## config.mk

```make
export PLATFORM = sky130hd
export DESIGN_NAME = imem_boot_loader
export DESIGN_NICKNAME = d
export VERILOG_FILES = /design/src/rtl/cpu_defs.sv /design/src/rtl/word_assembler.sv /design/src/rtl/imem_boot_loader.sv
export SDC_FILE = /design/constraint.sdc
export NUM_CORES = 1
export LEC_CHECK = 0
export ABC_AREA = 1
export BUFFER_PORTS_ARGS = -buffer_cell sky130_fd_sc_hd__buf_4
export CORE_ASPECT_RATIO = 0.7
export CORE_UTILIZATION = 45
export CTS_BUF_LIST = sky130_fd_sc_hd__clkbuf_16
export DETAILED_ROUTE_END_ITERATION = 10
export GPL_ROUTABILITY_DRIVEN = 1
export HOLD_SLACK_MARGIN = 0.15
export PLACE_DENSITY = 0.75
export SETUP_SLACK_MARGIN = 0.2
export SYNTH_ARGS = -nofsm -noshare
export SYNTH_HDL_FRONTEND = slang
export SYNTH_SLANG_ARGS = --single-unit
```

## constraint.sdc

```tcl
create_clock -name clk -period 1.9 [get_ports clk]
set_input_delay 0 -clock clk [delete_from_list [all_inputs] [get_ports clk]]
set_output_delay 0 -clock clk [all_outputs]
set_load 0.02 [all_outputs]
```

## src/rtl/cpu_defs.sv

```systemverilog
// Shared loader definitions: FSM state encoding and the bytes-per-word constant.
package cpu_defs;

    localparam int BYTES_PER_WORD = 4;

    typedef enum logic [2:0] {
        IDLE   = 3'd0,
        LEN_LO = 3'd1,
        LEN_HI = 3'd2,
        DATA   = 3'd3,
        WRITE  = 3'd4,
        FINISH = 3'd5,
        ERR    = 3'd6
    } state_t;

endpackage

```

## src/rtl/word_assembler.sv

```systemverilog
// Packs little-endian bytes into a 32-bit word; word_full flags the byte completing it (same cycle).
// No backpressure of its own: it shifts whenever i_shift_en is high.
module word_assembler
    import cpu_defs::*;
(
    input  logic                          clk,
    input  logic                          reset,
    input  logic                          i_clear,
    input  logic                          i_shift_en,
    input  logic [7:0]                    i_byte,
    output logic [8*BYTES_PER_WORD-1:0]   o_word,
    output logic                          o_word_full
);

    localparam int IDX_W = $clog2(BYTES_PER_WORD);

    logic [IDX_W-1:0]              r_idx;
    logic [8*BYTES_PER_WORD-1:0]   r_word;

    always_ff @(posedge clk) begin
        if (reset || i_clear) begin
            r_idx  <= '0;
            r_word <= '0;
        end else if (i_shift_en) begin
            r_word[{r_idx, 3'b000} +: 8] <= i_byte;
            r_idx                        <= r_idx + 1'b1;
        end
    end

    assign o_word      = r_word;
    assign o_word_full = i_shift_en && (r_idx == IDX_W'(BYTES_PER_WORD - 1));

endmodule

```

## src/rtl/imem_boot_loader.sv

```systemverilog
// Streams a length-prefixed image into instruction memory, stalling the CPU until done.
// Word write lands one cycle after its last byte; rx_ready drops during WRITE/FINISH/ERR.
module imem_boot_loader
    import cpu_defs::*;
#(
    parameter int RAM_SIZE     = 256,
    parameter int RAM_SIZE_BIT = 8
) (
    input  logic                    clk,
    input  logic                    reset,
    input  logic                    start,
    input  logic                    rx_valid,
    input  logic [7:0]              rx_data,
    output logic                    rx_ready,
    input  logic [RAM_SIZE_BIT-1:0] cpu_addr,
    output logic [RAM_SIZE_BIT-1:0] mem_address,
    output logic                    mem_write,
    output logic [31:0]             mem_write_data,
    output logic                    cpu_stall,
    output logic                    load_done,
    output logic                    load_err
);

    localparam logic [15:0] MAX_LEN = 16'(RAM_SIZE);

    state_t                  r_state;
    state_t                  w_next_state;
    logic [7:0]              r_len_lo;
    logic [15:0]             r_len;
    // One bit wider than the address so N == RAM_SIZE compares without wrapping.
    logic [RAM_SIZE_BIT:0]   r_word_cnt;
    logic                    r_load_err;

    logic [15:0]             w_len;
    logic [RAM_SIZE_BIT:0]   w_cnt_inc;
    logic                    w_last;
    logic                    w_start_ok;
    logic                    w_shift_en;
    logic                    w_word_full;
    logic [31:0]             w_word;

    assign w_len      = {rx_data, r_len_lo};
    assign w_cnt_inc  = r_word_cnt + 1'b1;
    assign w_last     = (16'(w_cnt_inc) == r_len);
    assign w_start_ok = start && (r_state == IDLE || r_state == ERR);
    assign w_shift_en = (r_state == DATA) && rx_valid;

    word_assembler u_word_asm (
        .clk         (clk),
        .reset       (reset),
        .i_clear     (w_start_ok),
        .i_shift_en  (w_shift_en),
        .i_byte      (rx_data),
        .o_word      (w_word),
        .o_word_full (w_word_full)
    );

    always_ff @(posedge clk) begin
        if (reset) begin
            r_state    <= IDLE;
            r_len_lo   <= '0;
            r_len      <= '0;
            r_word_cnt <= '0;
            r_load_err <= 1'b0;
        end else begin
            r_state <= w_next_state;
            if (w_start_ok) begin
                r_word_cnt <= '0;
                r_load_err <= 1'b0;
            end
            if (r_state == LEN_LO && rx_valid) begin
                r_len_lo <= rx_data;
            end
            if (r_state == LEN_HI && rx_valid) begin
                r_len <= w_len;
                if (w_len > MAX_LEN) begin
                    r_load_err <= 1'b1;
                end
            end
            if (r_state == WRITE) begin
                r_word_cnt <= w_cnt_inc;
            end
        end
    end

    always_comb begin
        w_next_state = r_state;
        rx_ready     = 1'b0;
        mem_write    = 1'b0;
        load_done    = 1'b0;
        cpu_stall    = 1'b1;
        mem_address  = r_word_cnt[RAM_SIZE_BIT-1:0];
        case (r_state)
            IDLE: begin
                cpu_stall   = 1'b0;
                mem_address = cpu_addr;
                if (start) w_next_state = LEN_LO;
            end
            LEN_LO: begin
                rx_ready = 1'b1;
                if (rx_valid) w_next_state = LEN_HI;
            end
            LEN_HI: begin
                rx_ready = 1'b1;
                if (rx_valid) begin
                    if (w_len == '0)         w_next_state = FINISH;
                    else if (w_len > MAX_LEN) w_next_state = ERR;
                    else                      w_next_state = DATA;
                end
            end
            DATA: begin
                rx_ready = 1'b1;
                if (w_word_full) w_next_state = WRITE;
            end
            WRITE: begin
                mem_write    = 1'b1;
                w_next_state = w_last ? FINISH : DATA;
            end
            FINISH: begin
                load_done    = 1'b1;
                w_next_state = IDLE;
            end
            ERR: begin
                if (start) w_next_state = LEN_LO;
            end
            default: w_next_state = IDLE;
        endcase
    end

    assign mem_write_data = w_word;
    assign load_err       = r_load_err;

endmodule

```

==> PnR_summary.wiki, run 1 <==
{| class="wikitable"
! Metric !! Value
|-
| Outcome || complete, no violations
|-
| Total Die Area || 7790 sq um
|-
| Detail-routed net length per standard cell || 13.9 um
|-
| Post-detailed-route via-to-cell ratio || 5.21
|-
| Clk slew on worst S/H paths || 0.06 ns
|-
| Nature of the critical path startpoint || flop
|-
| Layout overhead on the synthesized area || 32.9%
|-
| Port buffer count || 64
|-
| Total clock sinks || 71
|-
| First-iteration detailed-routing DRC count || 258
|-
| Die Span Y || 74.1 um
|-
| Residual antenna-violating net count after detailed routing || 0
|-
| First-pass iteration count of the detailed router || 5
|-
| Time the worst path needs with I/O delays and setup || 1.65 ns
|-
| Depth of the CTS H-tree || 3
|-
| Proportion of synthesized chip area in sequential cells || 42.5%
|-
| Final Net Count || 612
|-
| Unrepaired setup endpoints after global routing || true
|-
| Wire length of the first global-routing pass || 15.3 mm
|-
| I/O pin count || 65
|-
| Vias in the first global route || 3245
|-
| Total of max-cap violations || 0
|-
| # DRC || 0
|-
| Number of buffers inserted during clock tree synthesis || 9
|-
| Leftover overflow at the end of global routing || 0
|-
| Weighted congestion at the end of routability-driven global placement || 0.899
|-
| Number of library cell types mapped by synthesis || 26
|-
| Post-synthesis area per instance || 6.70 sq um
|-
| Clock root cell || clkbuf_16
|-
| Final-report hold violation count || 0
|-
| Worst clock skew on the final layout || 0.00310 ns
|-
| Initial cell density of the core || 48.0%
|-
| Crit share post-route || 86.9%
|-
| HPWL after detailed placement || 6.60 mm
|-
| Worst slew margin relative to its limit || 66.2%
|-
| Die Span X || 105 um
|-
| Yosys warns || 0
|-
| Maximum number of pins on one net before global-route repair || 36
|-
| GRT Overall Usage || 25.2%
|-
| Largest driver fanout on the critical path || 5
|-
| Setup tns final || 0 ns
|-
| Number of antenna violations at the first check in global routing || 0
|-
| # diodes || 0
|-
| Aggregate routed wire length || 9.50 mm
|-
| CTS tree || yes
|-
| Setup Crit Path Kind || flop to flop
|-
| Min-delay worst type || input port to output pin
|-
| Number of standard cells after synthesis || 499
|-
| Via Count || 3570
|-
| Max Transition Viols Final || 0
|-
| Pwr Density || 1110 nW/um^2
|-
| Actual transition at the worst max-transition pin || 0.506 ns
|-
| Row Count || 25
|-
| Leakage power || 1.81 nW
|-
| Worst slack at placement || 0.0287 ns
|-
| Worst path required time || 2.12 ns
|-
| Clk Latency, worst-skew pair || 0.33 ns
|-
| Syn Std Cell Area || 3350 sq um
|-
| Peak clock frequency supported by timing || 0.606 GHz
|-
| Critical path arrival || 1.87 ns
|-
| Max IR drop VDD || 524 uV
|-
| Post-layout worst setup margin || 0.250 ns
|-
| Number of buffers on the longest clock path || 2
|-
| FF+latch count, synth || 71
|-
| Proportion of layout cells with a drive suffix above 1 || 20.3%
|-
| Setup violators final || 0
|-
| CORE AREA || 6980 sq um
|-
| Crit. End Element || flop
|-
| Number of nets produced by synthesis || 525
|}
-- repair_timing --
| item | 4_1_cts | 5_1_grt |
|---|---|---|
| gates resized for setup | 7 | 16 |
| hold buffers | 11 | 0 |
| hold endpoints to repair | 45 | 0 |
| gates cloned | 0 | 1 |
| setup endpoints to repair | 13 | 28 |
| pin swaps | 0 | 5 |
| buffers inserted | 0 | 4 |
-- power by group --
part	internal, W	total [W]	switching, W	leakage [nW]
registers	0.00163	0.00175	0.000117	0.578
logic	0.000655	0.00172	0.00107	1.09
clock network	0.000859	0.00147	0.000616	0.133
-- placed cells by master, fill, tap and decap left out, drive strengths merged, types with 2 or more instances in the layout --
cell type      n
dlygate4sd3   11
a21oi         66
o21ai         30
buf           76
nand3         44
nand3b         2
clkbuf         9
inv           43
nor2          83
clkinv         6
clkinvlp       2
nor3           2
dfxtp         71
ha             6
nand2        134
nand4          3
-- final timing paths --
| check | startpoint | endpoint | slack [ns] | cells after the start |
|---|---|---|---|---|
| worst max register to register | r_word_cnt[0]$_SDFFE_PP0P_ | r_state[1]$_SDFFE_PP0P_ | 0.25 | 14 |
| worst min register to register | r_len[15]$_SDFFE_PP0P_ | r_len[15]$_SDFFE_PP0P_ | 0.46 | 2 |
| worst max-delay path | r_word_cnt[0]$_SDFFE_PP0P_ | r_state[1]$_SDFFE_PP0P_ | 0.25 | 14 |
| worst min-delay path | cpu_addr[1] | mem_address[1] | 0.35 | 3 |
-- worst max-delay path, cell delays in order (launching register included) --
cell and delay (ns):
dfxtp_4 0.36, ha_4 0.27, inv_1 0.04, nand2_1 0.05, nand2_1 0.05, nor2_1 0.10, nand2_1 0.06, nor2_1 0.08
nand3_1 0.12, nor2_2 0.12, nand3_1 0.07, nand2_1 0.06, nand2_1 0.05, nand2_1 0.05, a21oi_1 0.05
-- per-layer routing --
metal  vias up  wire (um)  track usage [%]
li1       1788          -                -
met1      1622       4480             34.6
met2       144       4130             39.5
met3        16        751             5.26
met4         0        133             9.70
met5         -          0                0
-- sequential cells by signal, indices dropped and copies added (netlist names) --
signal / count
r_len_lo: 8
r_len: 16
load_err: 1
r_state: 3
r_word_cnt: 9
u_word_asm.o_word: 32
u_word_asm.r_idx: 2
-- cells in the mapped netlist --
master,instances,area share [%]
inv_1,38,4.3
nor2_4,3,1.0
dfxtp_1,71,42
xor2_1,1,0.26
nand2_4,1,0.34
a211oi_1,1,0.22
a21oi_2,1,0.26
clkinv_1,4,0.45
clkinv_2,1,0.15
o21ai_0,28,4.2
nand3_1,44,6.6
nand3b_1,2,0.45
nand2_2,2,0.37
nand2_1,131,15
ha_1,6,2.2
mux2_2,1,0.34
nor2_2,2,0.37
a21oi_1,65,9.7
inv_2,1,0.11
nor2_1,77,8.6
o21ai_2,2,0.52
clkbuf_1,7,0.79
nand4_1,3,0.56
buf_1,2,0.22
nor3_1,2,0.30
buf_2,3,0.45
-- cell families (layout without fill, tap and decap cells) --
group / after synthesis / count (layout) / share of synthesized area (%)
AND/OR/NAND/NOR: 267 / 268 / 33.3
AO/OA/AOI/OAI: 97 / 97 / 14.9
flip-flops: 71 / 71 / 42.5
buffers and inverters: 56 / 147 / 6.43
adder cells (fa/ha/maj): 6 / 6 / 2.24
XOR/XNOR: 1 / 1 / 0.262
multiplexers: 1 / 1 / 0.337
-- through the flow --
stage,hold WS (ns),instances,area [sq um],power (W),utilization [%]
global route,0.362,685,4450,0.00523,63.8
CTS,0.344,680,4380,0.00491,62.7
global placement,0.289,653,3990,0.00338,57.1
floorplan,0.0785,499,3360,0.00283,-
finish,0.352,685,4450,0.00495,63.8
detailed placement,0.296,653,3990,0.00342,57.1
-- cell type report --
type,count,area [sq um]
clock inverters,7,32.5
well taps,94,118
fillers,600,2530
multi-input cells,373,1770
repair buffers,87,697
clock buffers,9,225
inverters,44,174
flip-flops and latches,71,1440
Power figures use the tool's default switching activity.
==> inputs of run 2 (changes only) <==
--- a/config.mk
+++ b/config.mk
@@ -13,7 +13,7 @@
 export DETAILED_ROUTE_END_ITERATION = 10
 export GPL_ROUTABILITY_DRIVEN = 1
 export HOLD_SLACK_MARGIN = 0.15
-export PLACE_DENSITY = 0.75
+export PLACE_DENSITY = 0.7
 export SETUP_SLACK_MARGIN = 0.2
 export SYNTH_ARGS = -nofsm -noshare
 export SYNTH_HDL_FRONTEND = slang
==> constraint.sdc (replaced) <==
create_clock -name clk -period 1.9 [get_ports clk]
set_input_delay 0 -clock clk [delete_from_list [all_inputs] [get_ports clk]]
set_output_delay 0 -clock clk [all_outputs]
set_load 0.05 [all_outputs]
==> run 2 against run 1 <==
  * Sequential share of layout area is 0.57 points lower
  * Cell count is 0.44% lower
  * Setup slack worse by 0.051 ns
  * Register-to-register slack worse by 0.05 ns
  * Die area stayed put
==> PnR_summary.wiki, run 2 (synthesized netlist as in run 1, its figures left out) <==
{| class="wikitable"
! Metric !! Value
|-
| Initial cell density of the core || 48.0% (unchanged)
|-
| Largest driver fanout on the critical path || 5 (unchanged)
|-
| Final-report hold violation count || 0 (unchanged)
|-
| Number of buffers on the longest clock path || 2 (unchanged)
|-
| Final Net Count || 609 (-0.49%)
|-
| Peak clock frequency supported by timing || 0.588 GHz (-3.0%)
|-
| Time the worst path needs with I/O delays and setup || 1.70 ns (+0.0506 ns)
|-
| Residual antenna-violating net count after detailed routing || 0 (unchanged)
|-
| Row Count || 25 (unchanged)
|-
| Most frequent cells in the layout || nand2_1 (126), nor2_1 (73), buf_4 (71)
|-
| Unrepaired setup endpoints after global routing || true
|-
| Total Die Area || 7790 sq um (unchanged)
|-
| Clk slew on worst S/H paths || 0.05 ns (about the same)
|-
| Number of buffers inserted during clock tree synthesis || 9 (unchanged)
|-
| Maximum number of pins on one net before global-route repair || 36 (unchanged)
|-
| Worst path required time || 2.12 ns (about the same)
|-
| Setup violators final || 0 (unchanged)
|-
| Setup Crit Path Kind || flop to flop
|-
| Wire length of the first global-routing pass || 15.0 mm (-2.3%)
|-
| I/O pin count || 65 (unchanged)
|-
| Actual transition at the worst max-transition pin || 0.475 ns (-0.0312 ns)
|-
| Die Span Y || 74.1 um (unchanged)
|-
| Worst clock skew on the final layout || 0.00496 ns (+0.00186 ns)
|-
| Weighted congestion at the end of routability-driven global placement || 0.867 (-3.6%)
|-
| Number of antenna violations at the first check in global routing || 0 (unchanged)
|-
| Clock root cell || clkbuf_16
|-
| Detail-routed net length per standard cell || 13.6 um (-1.7%)
|-
| DP Area || 4010 sq um (+0.69%)
|-
| Setup tns final || 0 ns (unchanged)
|-
| Depth of the CTS H-tree || 3 (unchanged)
|-
| Critical path arrival || 1.92 ns (+0.05 ns)
|-
| Vias in the first global route || 3141 (-3.2%)
|-
| # DRC || 0 (unchanged)
|-
| Total of max-cap violations || 0 (unchanged)
|-
| Min-delay worst type || input port to output pin
|-
| Outcome || complete, no violations
|-
| Nature of the critical path startpoint || flop
|-
| Leakage power || 1.81 nW (+0.47%)
|-
| Clk Latency, worst-skew pair || 0.33 ns (about the same)
|-
| # diodes || 0 (unchanged)
|-
| Pwr Density || 1270 nW/um^2 (+14%)
|-
| Leftover overflow at the end of global routing || 0 (unchanged)
|-
| GRT Overall Usage || 24.7% (-0.50 points)
|-
| Crit share post-route || 89.5% (+2.7 points)
|-
| Port buffer count || 64 (unchanged)
|-
| Via Count || 3498 (-2.0%)
|-
| Layout overhead on the synthesized area || 35.0%
|-
| CORE AREA || 6980 sq um (unchanged)
|-
| Max IR drop VDD || 787 uV (+50%)
|-
| Worst slew margin relative to its limit || 68.3% (+2.1 points)
|-
| First-pass iteration count of the detailed router || 5 (unchanged)
|-
| Post-detailed-route via-to-cell ratio || 5.13 (-1.6%)
|-
| Flip-flop count of the largest register, all copies and words added || 32 (unchanged)
|-
| Proportion of layout cells with a drive suffix above 1 || 21.9% (+1.6 points)
|-
| First-iteration detailed-routing DRC count || 254 (-1.6%)
|-
| CTS tree || yes
|-
| Crit. End Element || flop
|-
| Total clock sinks || 71 (unchanged)
|-
| HPWL after detailed placement || 6.65 mm (+0.73%)
|-
| Max Transition Viols Final || 0 (unchanged)
|-
| Most common library cell in the layout ignoring fill and taps || nand2_1
|-
| Die Span X || 105 um (unchanged)
|-
| Aggregate routed wire length || 9.29 mm (-2.1%)
|-
| Final instance area || 4520 sq um (+1.5%)
|}
-- run 2: changes by cell type in the layout (fill, tap and decap cells not counted), moves of 2 or more --
cell | previous run | this run
nor2_4 | 5 | 7
o21ai_1 | 0 | 3
clkinvlp_4 | 2 | 0
a21oi_1 | 65 | 57
nand2_1 | 129 | 126
a21oi_2 | 1 | 9
nand3_2 | 0 | 2
o21ai_0 | 28 | 25
nand3_1 | 44 | 42
buf_4 | 74 | 71
bufinv_16 | 0 | 2
inv_4 | 2 | 0
nand2_2 | 3 | 6
-- run 2: final cells by class --
| type | count | area [sq um] |
|---|---|---|
| inverters | 44 | 168 |
| fillers | 633 | 2460 |
| clock inverters | 7 | 80.1 |
| well taps | 94 | 118 |
| flip-flops and latches | 71 | 1430 |
| multi-input cells | 373 | 1820 |
| clock buffers | 9 | 225 |
| repair buffers | 84 | 674 |
-- run 2: critical path, stage by stage, from the launching register on --
cell and delay [ns]:
dfxtp_4 0.36, ha_4 0.28, inv_2 0.03, nand2_1 0.05, nand2_1 0.04, nor2_1 0.08, nand2_1 0.06, nor2_2 0.11
nand3_2 0.12, nor2_4 0.15, nand3_2 0.09, nand2_2 0.08, nand2_2 0.05, nand2_2 0.05, a21oi_2 0.04
-- run 2: report_power, final --
part / internal, W / switching [W] / leakage (nW) / total, W
clock: 0.00113 / 0.000600 / 0.157 / 0.00173
combinational: 0.000711 / 0.00153 / 1.08 / 0.00225
sequential: 0.00163 / 0.000120 / 0.577 / 0.00175
-- run 2: what timing repair did --
item                       CTS  global route
gates resized for setup     14            16
hold endpoints to repair    50             0
hold buffers                11             0
setup endpoints to repair    3            43
cloned                       0             1
setup buffers                0             0
pin swaps                    2             9
-- run 2: per-layer routing --
| layer | vias up | global-route usage (%) | part of all wire [%] |
|---|---|---|---|
| met5 | - | 0 | 0 |
| met4 | 0 | 8.92 | 1.9 |
| met3 | 23 | 6.31 | 8.6 |
| met2 | 156 | 35.6 | 41 |
| met1 | 1539 | 35.7 | 48 |
| li1 | 1780 | - | - |
-- run 2: through the flow --
stage	hold slack [ns]	utilization, %	worst slack [ns]	power (W)	instances
2_1_floorplan	0.0785	-	0.160	0.00332	499
3_3_place_gp	0.284	57.5	0.153	0.00388	654
3_5_place_dp	0.290	57.5	0.0118	0.00390	654
4_1_cts	0.392	64.1	0.217	0.00568	681
5_1_grt	0.405	64.8	0.0425	0.00601	682
6_report	0.389	64.8	0.199	0.00572	682
-- run 2: final timing paths --
kind,from,end,slack [ns],cells after the start
setup / recovery,r_word_cnt[0]$_SDFFE_PP0P_,r_state[1]$_SDFFE_PP0P_,0.20,14
setup reg to reg,r_word_cnt[0]$_SDFFE_PP0P_,r_state[1]$_SDFFE_PP0P_,0.20,14
hold / removal,cpu_addr[1],mem_address[1],0.39,3
hold reg to reg,r_len[15]$_SDFFE_PP0P_,r_len[15]$_SDFFE_PP0P_,0.45,2
